[src/rtl/io_port_sequencer_if.sv]
// Control and pad signals of the GPIO bring-up sequencer.
// The sequencer connects through the slave modport and its driver through the master modport.
interface io_port_sequencer_if;
  logic       start;
  logic       hold;
  logic [7:0] io_out;
  logic [7:0] io_oeb;
  logic [3:0] step_idx;
  logic       step_strobe;
  logic       busy;
  logic       done;

  modport slave (
    input  start, hold,
    output io_out, io_oeb, step_idx, step_strobe, busy, done
  );

  modport master (
    output start, hold,
    input  io_out, io_oeb, step_idx, step_strobe, busy, done
  );
endinterface

[src/rtl/io_port_sequencer.sv]
// Steps the user GPIO bank through 0x01..0x0A, 0xFF, 0x00, holding each value for DWELL cycles.
//
// state | meaning
// IDLE  | pads released (oeb=0xFF), waiting for start
// RUN   | driving the pattern, dwell counter active
// DONE  | sequence complete, pads driven low, start re-runs
module io_port_sequencer #(
  parameter int unsigned DWELL = 16
) (
  input  logic                clock,
  input  logic                resetb,
  io_port_sequencer_if.slave  bus
);

  typedef enum logic [1:0] {IDLE, RUN, DONE} state_e;

  localparam logic [15:0] DWELL_LAST = 16'(DWELL - 1);
  localparam logic [3:0]  LAST_IDX   = 4'd11;

  state_e      state_q, state_d;
  logic [15:0] cnt_q, cnt_d;
  logic [3:0]  idx_q, idx_d;
  logic [7:0]  io_out_q, io_out_d;
  logic [7:0]  io_oeb_q, io_oeb_d;
  logic        strobe_q, strobe_d;
  logic        busy_q, busy_d;
  logic        done_q, done_d;

  function automatic logic [7:0] pattern(input logic [3:0] idx);
    if (idx < 4'd10) begin
      return {4'h0, idx + 4'd1};
    end else if (idx == 4'd10) begin
      return 8'hFF;
    end else begin
      return 8'h00;
    end
  endfunction

  // Next-state and next-output logic; the strobe defaults low so it is a single-cycle pulse.
  always_comb begin
    state_d  = state_q;
    cnt_d    = cnt_q;
    idx_d    = idx_q;
    io_out_d = io_out_q;
    io_oeb_d = io_oeb_q;
    strobe_d = 1'b0;
    busy_d   = busy_q;
    done_d   = done_q;

    unique case (state_q)
      IDLE, DONE: begin
        if (bus.start) begin
          state_d  = RUN;
          cnt_d    = 16'd0;
          idx_d    = 4'd0;
          io_out_d = pattern(4'd0);
          io_oeb_d = 8'h00;
          strobe_d = 1'b1;
          busy_d   = 1'b1;
          done_d   = 1'b0;
        end
      end
      RUN: begin
        if (!bus.hold) begin
          if (cnt_q == DWELL_LAST) begin
            cnt_d = 16'd0;
            if (idx_q == LAST_IDX) begin
              state_d = DONE;
              busy_d  = 1'b0;
              done_d  = 1'b1;
            end else begin
              idx_d    = idx_q + 4'd1;
              io_out_d = pattern(idx_q + 4'd1);
              strobe_d = 1'b1;
            end
          end else begin
            cnt_d = cnt_q + 16'd1;
          end
        end
      end
      default: state_d = IDLE;
    endcase
  end

  // State and output registers; reset releases the pads and clears every flag at once.
  always_ff @(posedge clock or negedge resetb) begin
    if (!resetb) begin
      state_q  <= IDLE;
      cnt_q    <= 16'd0;
      idx_q    <= 4'd0;
      io_out_q <= 8'h00;
      io_oeb_q <= 8'hFF;
      strobe_q <= 1'b0;
      busy_q   <= 1'b0;
      done_q   <= 1'b0;
    end else begin
      state_q  <= state_d;
      cnt_q    <= cnt_d;
      idx_q    <= idx_d;
      io_out_q <= io_out_d;
      io_oeb_q <= io_oeb_d;
      strobe_q <= strobe_d;
      busy_q   <= busy_d;
      done_q   <= done_d;
    end
  end

  assign bus.io_out      = io_out_q;
  assign bus.io_oeb      = io_oeb_q;
  assign bus.step_idx    = idx_q;
  assign bus.step_strobe = strobe_q;
  assign bus.busy        = busy_q;
  assign bus.done        = done_q;

endmodule

[src/flat_wrapper.sv]
// flat-port wrapper written by rule: the top's interface ports become plain ports
module io_port_sequencer_flat 
#(
  parameter int unsigned DWELL = 16
)
  (clock, resetb, bus_start, bus_hold, bus_io_out, bus_io_oeb, bus_step_idx, bus_step_strobe, bus_busy, bus_done);
  io_port_sequencer_if bus_i ();
  input  logic clock;
  input  logic resetb;
  input wire logic [$bits(bus_i.start)-1:0] bus_start;
  input wire logic [$bits(bus_i.hold)-1:0] bus_hold;
  output wire logic [$bits(bus_i.io_out)-1:0] bus_io_out;
  output wire logic [$bits(bus_i.io_oeb)-1:0] bus_io_oeb;
  output wire logic [$bits(bus_i.step_idx)-1:0] bus_step_idx;
  output wire logic [$bits(bus_i.step_strobe)-1:0] bus_step_strobe;
  output wire logic [$bits(bus_i.busy)-1:0] bus_busy;
  output wire logic [$bits(bus_i.done)-1:0] bus_done;
  assign bus_i.start = bus_start;
  assign bus_i.hold = bus_hold;
  assign bus_io_out = bus_i.io_out;
  assign bus_io_oeb = bus_i.io_oeb;
  assign bus_step_idx = bus_i.step_idx;
  assign bus_step_strobe = bus_i.step_strobe;
  assign bus_busy = bus_i.busy;
  assign bus_done = bus_i.done;
  io_port_sequencer #(.DWELL(DWELL)) u_core (.clock(clock), .resetb(resetb), .bus(bus_i));
endmodule
[config.mk]
export PLATFORM = sky130hd
export DESIGN_NAME = io_port_sequencer_flat
export DESIGN_NICKNAME = d
export VERILOG_FILES = /design/src/rtl/io_port_sequencer_if.sv /design/src/rtl/io_port_sequencer.sv /design/src/flat_wrapper.sv
export SDC_FILE = /design/constraint.sdc
export NUM_CORES = 1
export LEC_CHECK = 0
export CAP_MARGIN = 10
export CORE_MARGIN = 2
export CORE_UTILIZATION = 30
export DETAILED_ROUTE_END_ITERATION = 8
export PLACE_DENSITY = 0.6
export SLEW_MARGIN = 20
export SYNTH_ARGS = -nofsm -noshare
export SYNTH_HDL_FRONTEND = slang
export SYNTH_SLANG_ARGS = --single-unit
export TNS_END_PERCENT = 5
[constraint.sdc]
create_clock -name clock -period 5.05 [get_ports clock]
set_clock_uncertainty 0.05 [all_clocks]
set_input_delay 0.505 -clock clock [delete_from_list [all_inputs] [get_ports clock]]
set_output_delay 0.505 -clock clock [all_outputs]
set_load 0.05 [all_outputs]
* After elaboration in Yosys (flattened, before gate mapping)
Index checks and enable logic that the tools add are counted.
** Cells by class
- $add $sub $neg :: 3
- Eq/ne operators :: 10
- Muxes and demuxes :: 36
- Order comparisons :: 1
- Reductions and logical operators :: 8
** Operator list (count)
- 2-to-1 mux 16 bit :: 3
- 2-to-1 mux 8 bit :: 6
- one-hot mux 16 bit (2 select lines) :: 1
- adder 16 x 1 -> 16 bit (second input constant) :: 1
- == test 16 x 4 -> 1 bit (second input constant) :: 1
- 2-to-1 mux 4 bit :: 4
- one-hot mux 8 bit (2 select lines) :: 1
- 2-to-1 mux 1 bit :: 12
- AND reduction 5 bit :: 2
- adder 4 x 1 -> 4 bit (second input constant) :: 2
- == test 4 bit (second input constant) :: 2
- 2-to-1 mux 2 bit :: 4
- one-hot mux 4 bit (2 select lines) :: 1
- != test 2 bit (second input constant) :: 3
- one-hot mux 1 bit (2 select lines) :: 3
- less-than comparator 4 bit (second input constant) :: 1
- != test 2 x 1 -> 1 bit (second input constant) :: 2
- one-hot mux 2 bit (2 select lines) :: 1
- AND reduction 4 bit :: 1
- AND reduction 3 bit :: 1
- == test 2 x 1 -> 1 bit (second input constant) :: 1
- == test 2 bit (second input constant) :: 1
- zero test 2 bit :: 1
- AND reduction 2 bit :: 1
- other kinds (2) :: 2
** Storage, ports and cells
- Logic and storage cells :: 66
- Flip-flop bits (word level) :: 41
- Input bits :: 4

* Longest topological paths before layout
Gate-level depths: netlist of run 1.
- Depth after elaboration :: 8
- Mapped depth :: 8
- Depth with buffers taken out :: 6

* Worst setup path before layout of run 1
Ideal clock, no wire load.
- Kind :: register to register
- Start point :: register u_core.idx_q[0] (netlist: u_core.bus.step_idx[0])
- End point :: register u_core.io_out_q[3] (netlist: u_core.bus.io_out[3])
- Path buffers :: 2
- Arrival :: 2.305 ns
- Library setup time :: 0.130 ns
- Path slack :: 2.565 ns
- Required time :: 4.870 ns
- Period minus slack after synthesis :: 2.485 ns
- Cell stages (with the launch flop) :: 9
- Cells stage by stage :: dfrtp_1 -> clkbuf_1 -> inv_1 -> ha_1 -> clkbuf_1 -> nor3_1 -> or3b_2 -> a21oi_1 -> o22ai_1
** Between the ends
- Word-level cells in the longest chain between the ends :: 8
- Elaborated cells between the ends (all ways) :: 13
- Those cells by class :: add/sub: 2; order compare: 1; eq/ne: 3; mux: 6; reduce/logical: 1
** Ends and longest elaborated chain
- start: declaration :: RTL line io_port_sequencer.sv:22 : logic [3:0] idx_q, idx_d;
- start signal: assignment :: RTL line io_port_sequencer.sv:99 : idx_q <= idx_d;
- parallel branches: the longest is 8 deep, another holds adder 4 x 1 -> 4 bit
- end signal: assignment :: RTL line io_port_sequencer.sv:100 : io_out_q <= io_out_d;
- end: declaration :: RTL line io_port_sequencer.sv:23 : logic [7:0] io_out_q, io_out_d;
Several ways; the timed one is not identified. The select of a mux whose other input is x is not followed.
A chain may end at the register's enable or synchronous reset.

* Final worst setup path of run 1
- Start point :: input bus_start
- End point :: register u_core.cnt_q[15]
** Between the ends
- Word-level cells in the longest chain between the ends :: 2
** Ends and longest elaborated chain
- start: declaration :: RTL line flat_wrapper.sv:10 : input wire logic [$bits(bus_i.start)-1:0] bus_start;
- != test 2 bit (no line)
- AND reduction 3 bit (no line)
- end signal: assignment :: RTL line io_port_sequencer.sv:98 : cnt_q <= cnt_d;
- end: declaration :: RTL line io_port_sequencer.sv:21 : logic [15:0] cnt_q, cnt_d;
No other way between the ends.

==> impl_results.md, run 1 <==
* Fin area at approximately 2300 um2
* Family with the most delay on the worst path: simple AND/OR/NAND/NOR gates
* Maximum vdd drop at 0.135 mV
* Critical path endpoint category: register
* Area Growth Syn to Fin at 16.6%
* Sequential Power Share at between 50% and 60%
* Critical path type: input port to register
* Prevailing post-synth register cell: dfrtp_1
* Slowest cell delay on critical path at roughly 0.60 ns
* Clock buffer depth at 2
* Psw at 0.149 mW
* Worst min-delay path class: register to register
* Minimum clock period at 2.50 ns
* Detailed Route WL at roughly 4.2 mm
* Clk sinks at 31
* Critical Path Start Type: input port
* Yosys reg bits at 31
* Avg Synthesized Cell Area at roughly 9.4 um2
* Clk_lat worst skew at 0.28 ns
* Worst EP arrival at 2.65 ns
* Sw Ratio at a little over a quarter
* Max frequency at about 400 MHz
* CTS Root Cell: clkbuf_8
* Std-Cell Rows at 29
* GP Congestion at 0.770
* Vias in the first global route at 1486
* Pre-antenna DRT Iters at 4
* Remaining Overflow, GRT at 0
* Synth unique cells at between 50 and 60
* Post-synth top area share at 38.1%
* CTS tree: built
* Global-route wire length before repair at 7.08 mm
* Htree depth at 2
* Cts bufs inserted at 5
* PortBufs at 26
* Chip width at about 85 um
* Core Region at 6350 um2
* Critical-path maximum fanout at 11
* Post-DRT Antenna Nets at 0
* Status: complete, no violations
* Post-cts repair resize count at 0
* Warnings from Yosys at 0
* Commonest non-fill, non-tap cell in the layout: dfrtp_1
* Setup TNS at 0 ns
* Most frequent cells in the layout: dfrtp_1 (30), clkdlybuf4s50_1 (26), nand2_1 (16), a21oi_1 (13), o21ai_0 (12)
* Final nets at 232
* CP cell instances: clkdlybuf4s50_1, nor2b_1, o2111ai_1, or4_1, a21oi_1
* DR iter-0 viols at between 60 and 70
* CTS Hold Bufs at 0
* Die Ht at 85.1 um
* Final setup violation count at 0
* Relative slew slack at 48.6%
* Comb power frac at 11.6%
* DR vias at approximately 1600
* Cells after synthesis at 210
* Syn nets at 218
* Syn Std Cell Area at 1970 um2
* Vias per cell at approximately 5.2
* Clock share of power at 34.0%
* Drt drc at 0
* Initial antenna violation count at 0
* Die Footprint at 7230 um2
* Worst endpoint required time at 5.20 ns
* Post-synth EDFFs at 0
* Worst-Margin Slew at about 0.77 ns
* Power per Cell Area at 237 nW/um2
* Filler instances at 630
* Max-slew violations at 0
* Antenna fix cells at 0
* Leakage at 0.906 nW
* RSZ-0062 raised after global routing: no
* Total track usage at roughly an eighth
* IO Count at 27
* Buf/Inv on CP at 1
* Register area share after synthesis at 39.4%
* Fin. Hold Viols at 0
* Clock transition at path regs at 0.06 ns
* CP max stage cell: or4_1
* Share of flip-flops with an asynchronous set or reset at 100%
* Yosys top cell by area: dfrtp_1
* Dpl hpwl at 2.99 mm
* Postcts setup bufs at 0
* Initial Util at 31.0%
* P_int at 0.396 mW
* Largest net degree at the start of global routing at 32
* Final worst path period share at 49.4%
* Placed Instance Area at 2220 um2
* DR WL/cell at 13.8 um
* Leading post-synthesis cells by cell area: dfrtp_1 (38%), buf_4 (3.8%), a21oi_1 (3.3%), o21ai_0 (3.0%), nand2_1 (3.0%)
* Max-cap violations at 0
* Share of cells above drive strength 1 at just under 9%
[through the flow]
| stage | total power, mW | cells | utilization (%) | hold slack [ns] | setup WS (ns) |
|---|---|---|---|---|---|
| finish | 0.545 | 302 | 36.2 | 0.447 | 2.55 |
| global route | 0.573 | 302 | 36.2 | 0.457 | 2.39 |
| CTS | 0.551 | 302 | 36.2 | 0.448 | 2.57 |
| detailed placement | 0.365 | 294 | 34.9 | 0.434 | 2.30 |
| global placement | 0.365 | 294 | 34.9 | 0.433 | 2.40 |
| floorplan | 0.341 | 210 | - | 0.159 | 2.57 |
[kinds of logic (layout without fill, tap and decap cells)]
kind of cell    count (synthesis)  in the layout  synth area share [%]
simple gates                   84             84                  28.1
flops                          31             31                  39.4
compound gates                 60             60                  20.2
mux                             3              3                  1.59
buf+inv                        25             40                  6.86
fa+ha+maj                       4              4                  2.54
xor+xnor                        3              3                  1.33
[power by group through the flow]
stage	Clock [mW]	Combinational, mW	Sequential, mW
floorplan	0	0.0469	0.294
global placement	0	0.0634	0.301
detailed placement	0	0.0641	0.301
CTS	0.190	0.0647	0.296
global route	0.203	0.0700	0.300
finish	0.185	0.0631	0.297
[path summary, 6_finish.rpt]
check	cells past startpoint	slack, ns	from	end
hold / removal	1	0.45	u_core.bus.done	u_core.bus.done
min in group asynchronous	2	0.57	resetb	u_core.cnt_q[11]
hold reg to reg	1	0.45	u_core.bus.done	u_core.bus.done
max in group asynchronous	2	4.06	resetb	u_core.bus.io_oeb[6]
setup reg to reg	6	2.86	u_core.bus.step_idx[0]	u_core.bus.io_out[3]
setup / recovery	5	2.55	bus_start	u_core.cnt_q[15]
[sequential cells by signal (all words and copies together) (netlist names)]
register	count
u_core.bus.io_out	5
u_core.bus.step_idx	4
u_core.bus.step_strobe	1
u_core.cnt_q	16
u_core.bus.io_oeb	1
u_core.state_q	2
u_core.bus.done	1
u_core.bus.busy	1
[worst reg2reg max path, cell delays in order (launching register included)]
cell	delay, ns
dfrtp_1	0.62
inv_1	0.11
ha_1	0.51
nor3_1	0.07
or3b_2	0.45
a21oi_1	0.16
o22ai_1	0.10
[synth_stat cells (2+ instances only)]
library cell,number
mux2i_1,2
ha_1,4
and4_4,2
a21oi_1,13
a211o_1,2
or4_1,2
or3_1,7
nand3b_1,2
a221o_1,2
nand2_1,16
xnor2_1,2
a21o_1,2
o31ai_1,8
nor3_1,3
o2bb2ai_1,3
o22ai_1,4
and2_1,3
nor4_4,2
o21ai_0,12
a211oi_1,2
dfrtp_1,30
buf_4,10
inv_1,5
nand4_1,4
nand3_1,5
buf_2,2
clkbuf_1,6
and3_1,3
o2111ai_1,2
nand2b_1,7
nor2_1,11
nor2b_1,5
[cell type report]
class / instances / area, um2 / area share [%]
tap: 77 / 96.3 / 4.19
multi-input combinational: 154 / 1060 / 46.1
timing repair buffer: 27 / 268 / 11.6
sequential: 31 / 777 / 33.8
inverter: 5 / 18.8 / 0.817
clock buffer: 8 / 80.1 / 3.48
[routing by layer]
metal	vias to the layer above	routed length (um)	track usage [%]
li1	802	-	-
met1	746	1950	15.7
met2	28	2030	20.5
met3	6	151	2.72
met4	0	53	3.46
met5	-	0	0
No activity file was read; power rests on OpenSTA's default activity.
==> run 2, diff against run 1 <==
==> constraint.sdc (replaced) <==
create_clock -name clock -period 2.4 [get_ports clock]
set_clock_uncertainty 0.05 [all_clocks]
set_input_delay 0.24 -clock clock [delete_from_list [all_inputs] [get_ports clock]]
set_output_delay 0.24 -clock clock [all_outputs]
set_load 0.05 [all_outputs]
==> run 2 against run 1 <==
Effect of this change: register-to-register slack got worse by 2.5 ns; count of clock-buffer cells in the layout decreased by 3; global-route usage increased by 0.74 points; clock power increased by 120%; die area unchanged; routed wire length increased by 4.8%; combinational power increased by 110%; worst setup slack got worse by 2.2 ns; via count increased by 1.5%; sequential power increased by 110%; hold slack got worse by 0.15 ns; largest cell class unchanged; largest power group unchanged.
==> impl_results.md, run 2 (same netlist as run 1, synthesis figures left out) <==
* Vias per cell at ~5.2
* Total track usage at approximately 13%
* DR WL/cell at 14.3 um
* Die Ht at 85.1 um
* Clock transition at path regs at about 0.070 ns
* Critical path type: register to register
* Worst EP arrival at 2.17 ns
* Critical Path Start Type: register
* Post-DRT Antenna Nets at 0
* CTS Hold Bufs at 0
* Filler instances at about 650
* Tot Pwr at 1.16 mW
* Cts bufs inserted at 5
* Min Hold Slack at ~0.29 ns
* Clock buffer depth at 2
* Max-slew violations at 0
* Maximum vdd drop at 0.245 mV
* Vias in the first global route at ~1600
* Htree depth at 2
* Detailed Route WL at 4.38 mm
* Chip width at 85.1 um
* Commonest non-fill, non-tap cell in the layout: dfrtp_1
* Slowest cell delay on critical path at 0.52 ns
* Std-Cell Rows at 29
* Postcts setup bufs at 0
* CP cell instances: inv_1, ha_1, nor3_1, or3b_2, a21oi_1, o22ai_1
* Initial Util at 31.0%
* Status: complete, no violations
* Area Growth Syn to Fin at 18.8%
* CP max stage cell: ha_1
* Core Region at 6350 um2
* Worst endpoint required time at 2.51 ns
* Die Footprint at 7230 um2
* Pre-antenna DRT Iters at 4
* Post-cts repair resize count at 0
* Worst R2R Start: u_core.bus.step_idx[0]
* Max reg flops at 16
* Max-cap violations at 0
* Final setup violation count at 0
* Buf/Inv on CP at 1
* Drt drc at 0
* Worst min-delay path class: input port to async pin
* PortBufs at 26
* Setup TNS at 0 ns
* Most frequent cells in the layout: dfrtp_1 (29), clkdlybuf4s50_1 (26), nand2_1 (16), a21oi_1 (13), o21ai_0 (12)
* Fin. Hold Viols at 0
* Leakage at 0.938 nW
* Final Util at 36.9%
* Worst-Margin Slew at 0.507 ns
* Largest reg by FF count: u_core.cnt_q
* Final nets at 237
* CTS Root Cell: clkbuf_8
* Clk_lat worst skew at 0.28 ns
* Largest net degree at the start of global routing at 32
* GP Congestion at around 0.84
* Critical-path maximum fanout at 15
* Remaining Overflow, GRT at 0
* IO Count at 27
* Final worst path period share at ~86%
* Antenna fix cells at 0
* RSZ-0062 raised after global routing: no
* Initial antenna violation count at 0
* DR iter-0 viols at 74
* Critical path endpoint category: register
* Minimum clock period at 2.06 ns
* Power per Cell Area at 495 nW/um2
* CTS tree: built
* Relative slew slack at roughly 66%
* Family with the most delay on the worst path: simple AND/OR/NAND/NOR gates
* Share of cells above drive strength 1 at 12.6%
* CP startpoint: u_core.bus.step_idx[0]
* Dpl hpwl at 3.13 mm
* Max frequency at between 400 and 500 MHz
* DR vias at around 1600
* Global-route wire length before repair at ~7.6 mm
* Clk sinks at 31
[run 2: area by class of cell]
type	count	area [um2]	area share (%)
clock inverters	3	15.0	0.641
flip-flops and latches	31	778	33.2
multi-input cells	154	1060	45.2
well taps	77	96.3	4.12
repair buffers	32	305	13.0
inverters	5	18.8	0.802
clock buffers	5	68.8	2.94
[run 2: worst paths after layout]
kind                                         to  depth (start not counted)  slack (ns)
min                             u_core.cnt_q[9]                          2        0.29
min reg2reg                     u_core.bus.done                          1        0.45
max                        u_core.bus.io_out[3]                          6        0.34
max reg2reg                u_core.bus.io_out[3]                          6        0.34
max in group asynchronous  u_core.bus.io_oeb[6]                          2        1.68
min in group clock              u_core.bus.done                          1        0.45
[run 2: metal layers]
metal,part of all wire [%],up-vias,track usage (%)
li1,-,800,-
met1,48,786,17.5
met2,48,14,20.4
met3,2.1,6,2.72
met4,1.5,0,4.76
met5,0,-,0
[run 2: worst register-to-register path, delay by kind of cell (launching register included)]
kind	cells	cell delay (ns)
compound gates	2	0.23
simple gates	2	0.53
fa+ha+maj	1	0.52
buf+inv	1	0.10
flops	1	0.51
[run 2: stage by stage]
| stage | area [um2] | worst slack [ns] | instances |
|---|---|---|---|
| after floorplan | 1970 | 0.0665 | 210 |
| after global placement | 2260 | 0.378 | 299 |
| after detailed placement | 2260 | 0.374 | 299 |
| after CTS | 2340 | 0.351 | 307 |
| after global routing | 2340 | 0.170 | 307 |
| final | 2340 | 0.340 | 307 |
[run 2: power breakdown]
group | internal (mW) | total (mW) | leakage, nW | switching, mW
registers | 0.565 | 0.625 | 0.402 | 0.0600
logic | 0.0626 | 0.134 | 0.488 | 0.0710
clock network | 0.198 | 0.400 | 0.0477 | 0.202
total | 0.826 | 1.16 | 0.938 | 0.333
==> run 3, diff against run 2 <==
==> constraint.sdc (replaced) <==
create_clock -name clock -period 2.4 [get_ports clock]
set_clock_uncertainty 0.05 [all_clocks]
set_input_delay 0.24 -clock clock [delete_from_list [all_inputs] [get_ports clock]]
set_output_delay 0.24 -clock clock [all_outputs]
set_load 0.1 [all_outputs]
==> run 3 against run 2 <==
Effect of this change: global-route usage increased by 0.080 points; non-clock buffer count down 1; flip-flop and latch count unchanged; maximum frequency rose by 1.8%; count of clock-buffer cells in the layout increased by 3; largest cell class unchanged.
==> impl_results.md, run 3 (same netlist as run 1, synthesis figures left out) <==
* Status: complete, no violations
* Htree depth at 2
* Total track usage at 13.0%
* Setup TNS at 0 ns
* Vias in the first global route at 1532
* Share of cells above drive strength 1 at 21.8%
* Cts bufs inserted at 5
* Maximum vdd drop at around 0.24 mV
* Post-DRT Antenna Nets at 0
* Clk sinks at 31
* Global-route wire length before repair at 7.59 mm
* Max-slew violations at 0
* Post-cts repair resize count at 0
* Worst EP arrival at 2.14 ns
* Psw at 0.344 mW
* Initial antenna violation count at 0
* Dpl hpwl at just over 3 mm
* Final nets at 236
* DR vias at ~1600
* DR iter-0 viols at 114
* Tot Pwr at 1.23 mW
* Clock transition at path regs at about 0.070 ns
* Std-Cell Rows at 29
* Critical-path maximum fanout at 15
* GP Congestion at 0.756
* Max frequency at 494 MHz
* Power per Cell Area at roughly 540 nW/um2
* Final worst path period share at 84.3%
* Worst min-delay path class: input port to async pin
* Critical Path Start Type: register
* P_int at 0.889 mW
* DR WL/cell at roughly 14 um
* CTS Root Cell: clkbuf_8
* Die Ht at 85.1 um
* Most frequent cells in the layout: dfrtp_1 (29), buf_4 (28), nand2_1 (16), a21oi_1 (13), o21ai_0 (12)
* Sequential Power Share at 50.9%
* Relative slew slack at 70.9%
* Antenna fix cells at 0
* Filler instances at 646
* Pre-antenna DRT Iters at 4
* Clock buffer depth at 2
* Detailed Route WL at about 4.3 mm
* Sw Ratio at 27.9%
* Largest reg by FF count: u_core.cnt_q
* Minimum clock period at 2.02 ns
* RSZ-0062 raised after global routing: no
* Fin. Hold Viols at 0
* Final setup violation count at 0
* Worst endpoint required time at 2.51 ns
* Initial Util at 31.0%
* Postcts setup bufs at 0
* Clock share of power at 37.3%
* Worst-Margin Slew at 0.436 ns
* Placed Instance Area at 2190 um2
* CTS Hold Bufs at 0
* Max reg flops at 16
* PortBufs at 26
* Critical path endpoint category: register
* Max-cap violations at 0
* Die Footprint at slightly above 7000 um2
* Commonest non-fill, non-tap cell in the layout: dfrtp_1
* Fin area at 2290 um2
* Leakage at 0.979 nW
* Largest net degree at the start of global routing at 32
* Remaining Overflow, GRT at 0
* Area Growth Syn to Fin at 16.4%
* Comb power frac at 11.8%
* Critical path type: register to register
* CTS tree: built
* Chip width at about 85 um
* Drt drc at 0
* Clk_lat worst skew at ~0.29 ns
* Core Region at 6350 um2
* IO Count at 27
* Vias per cell at 5.30
[run 3: cell types whose count changed in the layout (fill, tap and decap cells not counted)]
cell,previous run,this run
clkbuf_1,0,1
buf_4,6,28
clkbuf_8,5,7
clkdlybuf4s50_1,26,3
dfrtp_4,0,1
clkinv_2,3,0
dfrtp_2,1,0
[run 3: path summary, 6_finish.rpt]
| kind | slack, ns | from | cells after the start | end |
|---|---|---|---|---|
| min in group clock | 0.45 | u_core.bus.done | 1 | u_core.bus.done |
| max in group asynchronous | 1.67 | resetb | 2 | u_core.bus.io_oeb[6] |
| worst max register to register | 0.38 | u_core.bus.step_idx[0] | 6 | u_core.bus.io_out[3] |
| worst min register to register | 0.45 | u_core.bus.done | 1 | u_core.bus.done |
| worst min-delay path | 0.30 | resetb | 2 | u_core.cnt_q[5] |
| worst max-delay path | 0.38 | u_core.bus.step_idx[0] | 6 | u_core.bus.io_out[3] |
[run 3: layer usage]
layer / wire [um] / track usage [%] / share of wire (%)
met1: 2010 / 17.1 / 46
met2: 2160 / 21.2 / 50
met3: 146 / 3.50 / 3.4
met4: 21 / 3.46 / 0.48
met5: 0 / 0 / 0
[run 3: final cells by class]
class	instances	area, um2	area share (%)
Tap cell	77	96.3	4.20
Sequential cell	31	781	34.0
Clock buffer	8	100	4.36
Inverter	5	18.8	0.818
Multi-Input combinational cell	154	1060	46.1
Timing Repair Buffer	31	240	10.5
[run 3: worst max-delay path: stages (launching register included)]
cell and delay [ns]:
dfrtp_4 0.51, inv_1 0.07, ha_1 0.50, nor3_1 0.07
or3b_2 0.44, a21oi_1 0.16, o22ai_1 0.10
[run 3: stage by stage]
stage | utilization, % | setup slack [ns] | std cells | hold WS (ns)
CTS | 36.1 | 0.369 | 306 | 0.323
global route | 36.1 | 0.211 | 306 | 0.333
detailed placement | 34.6 | 0.262 | 298 | 0.442
global placement | 34.6 | 0.320 | 298 | 0.433
finish | 36.1 | 0.376 | 306 | 0.295
floorplan | - | 0.0306 | 210 | -0.106
[run 3: power groups by stage]
| stage | Clock (mW) | Combinational [mW] | Sequential [mW] |
|---|---|---|---|
| floorplan | 0 | 0.0988 | 0.631 |
| global placement | 0 | 0.146 | 0.636 |
| detailed placement | 0 | 0.148 | 0.633 |
| CTS | 0.471 | 0.147 | 0.625 |
| global route | 0.500 | 0.161 | 0.637 |
| finish | 0.460 | 0.145 | 0.627 |
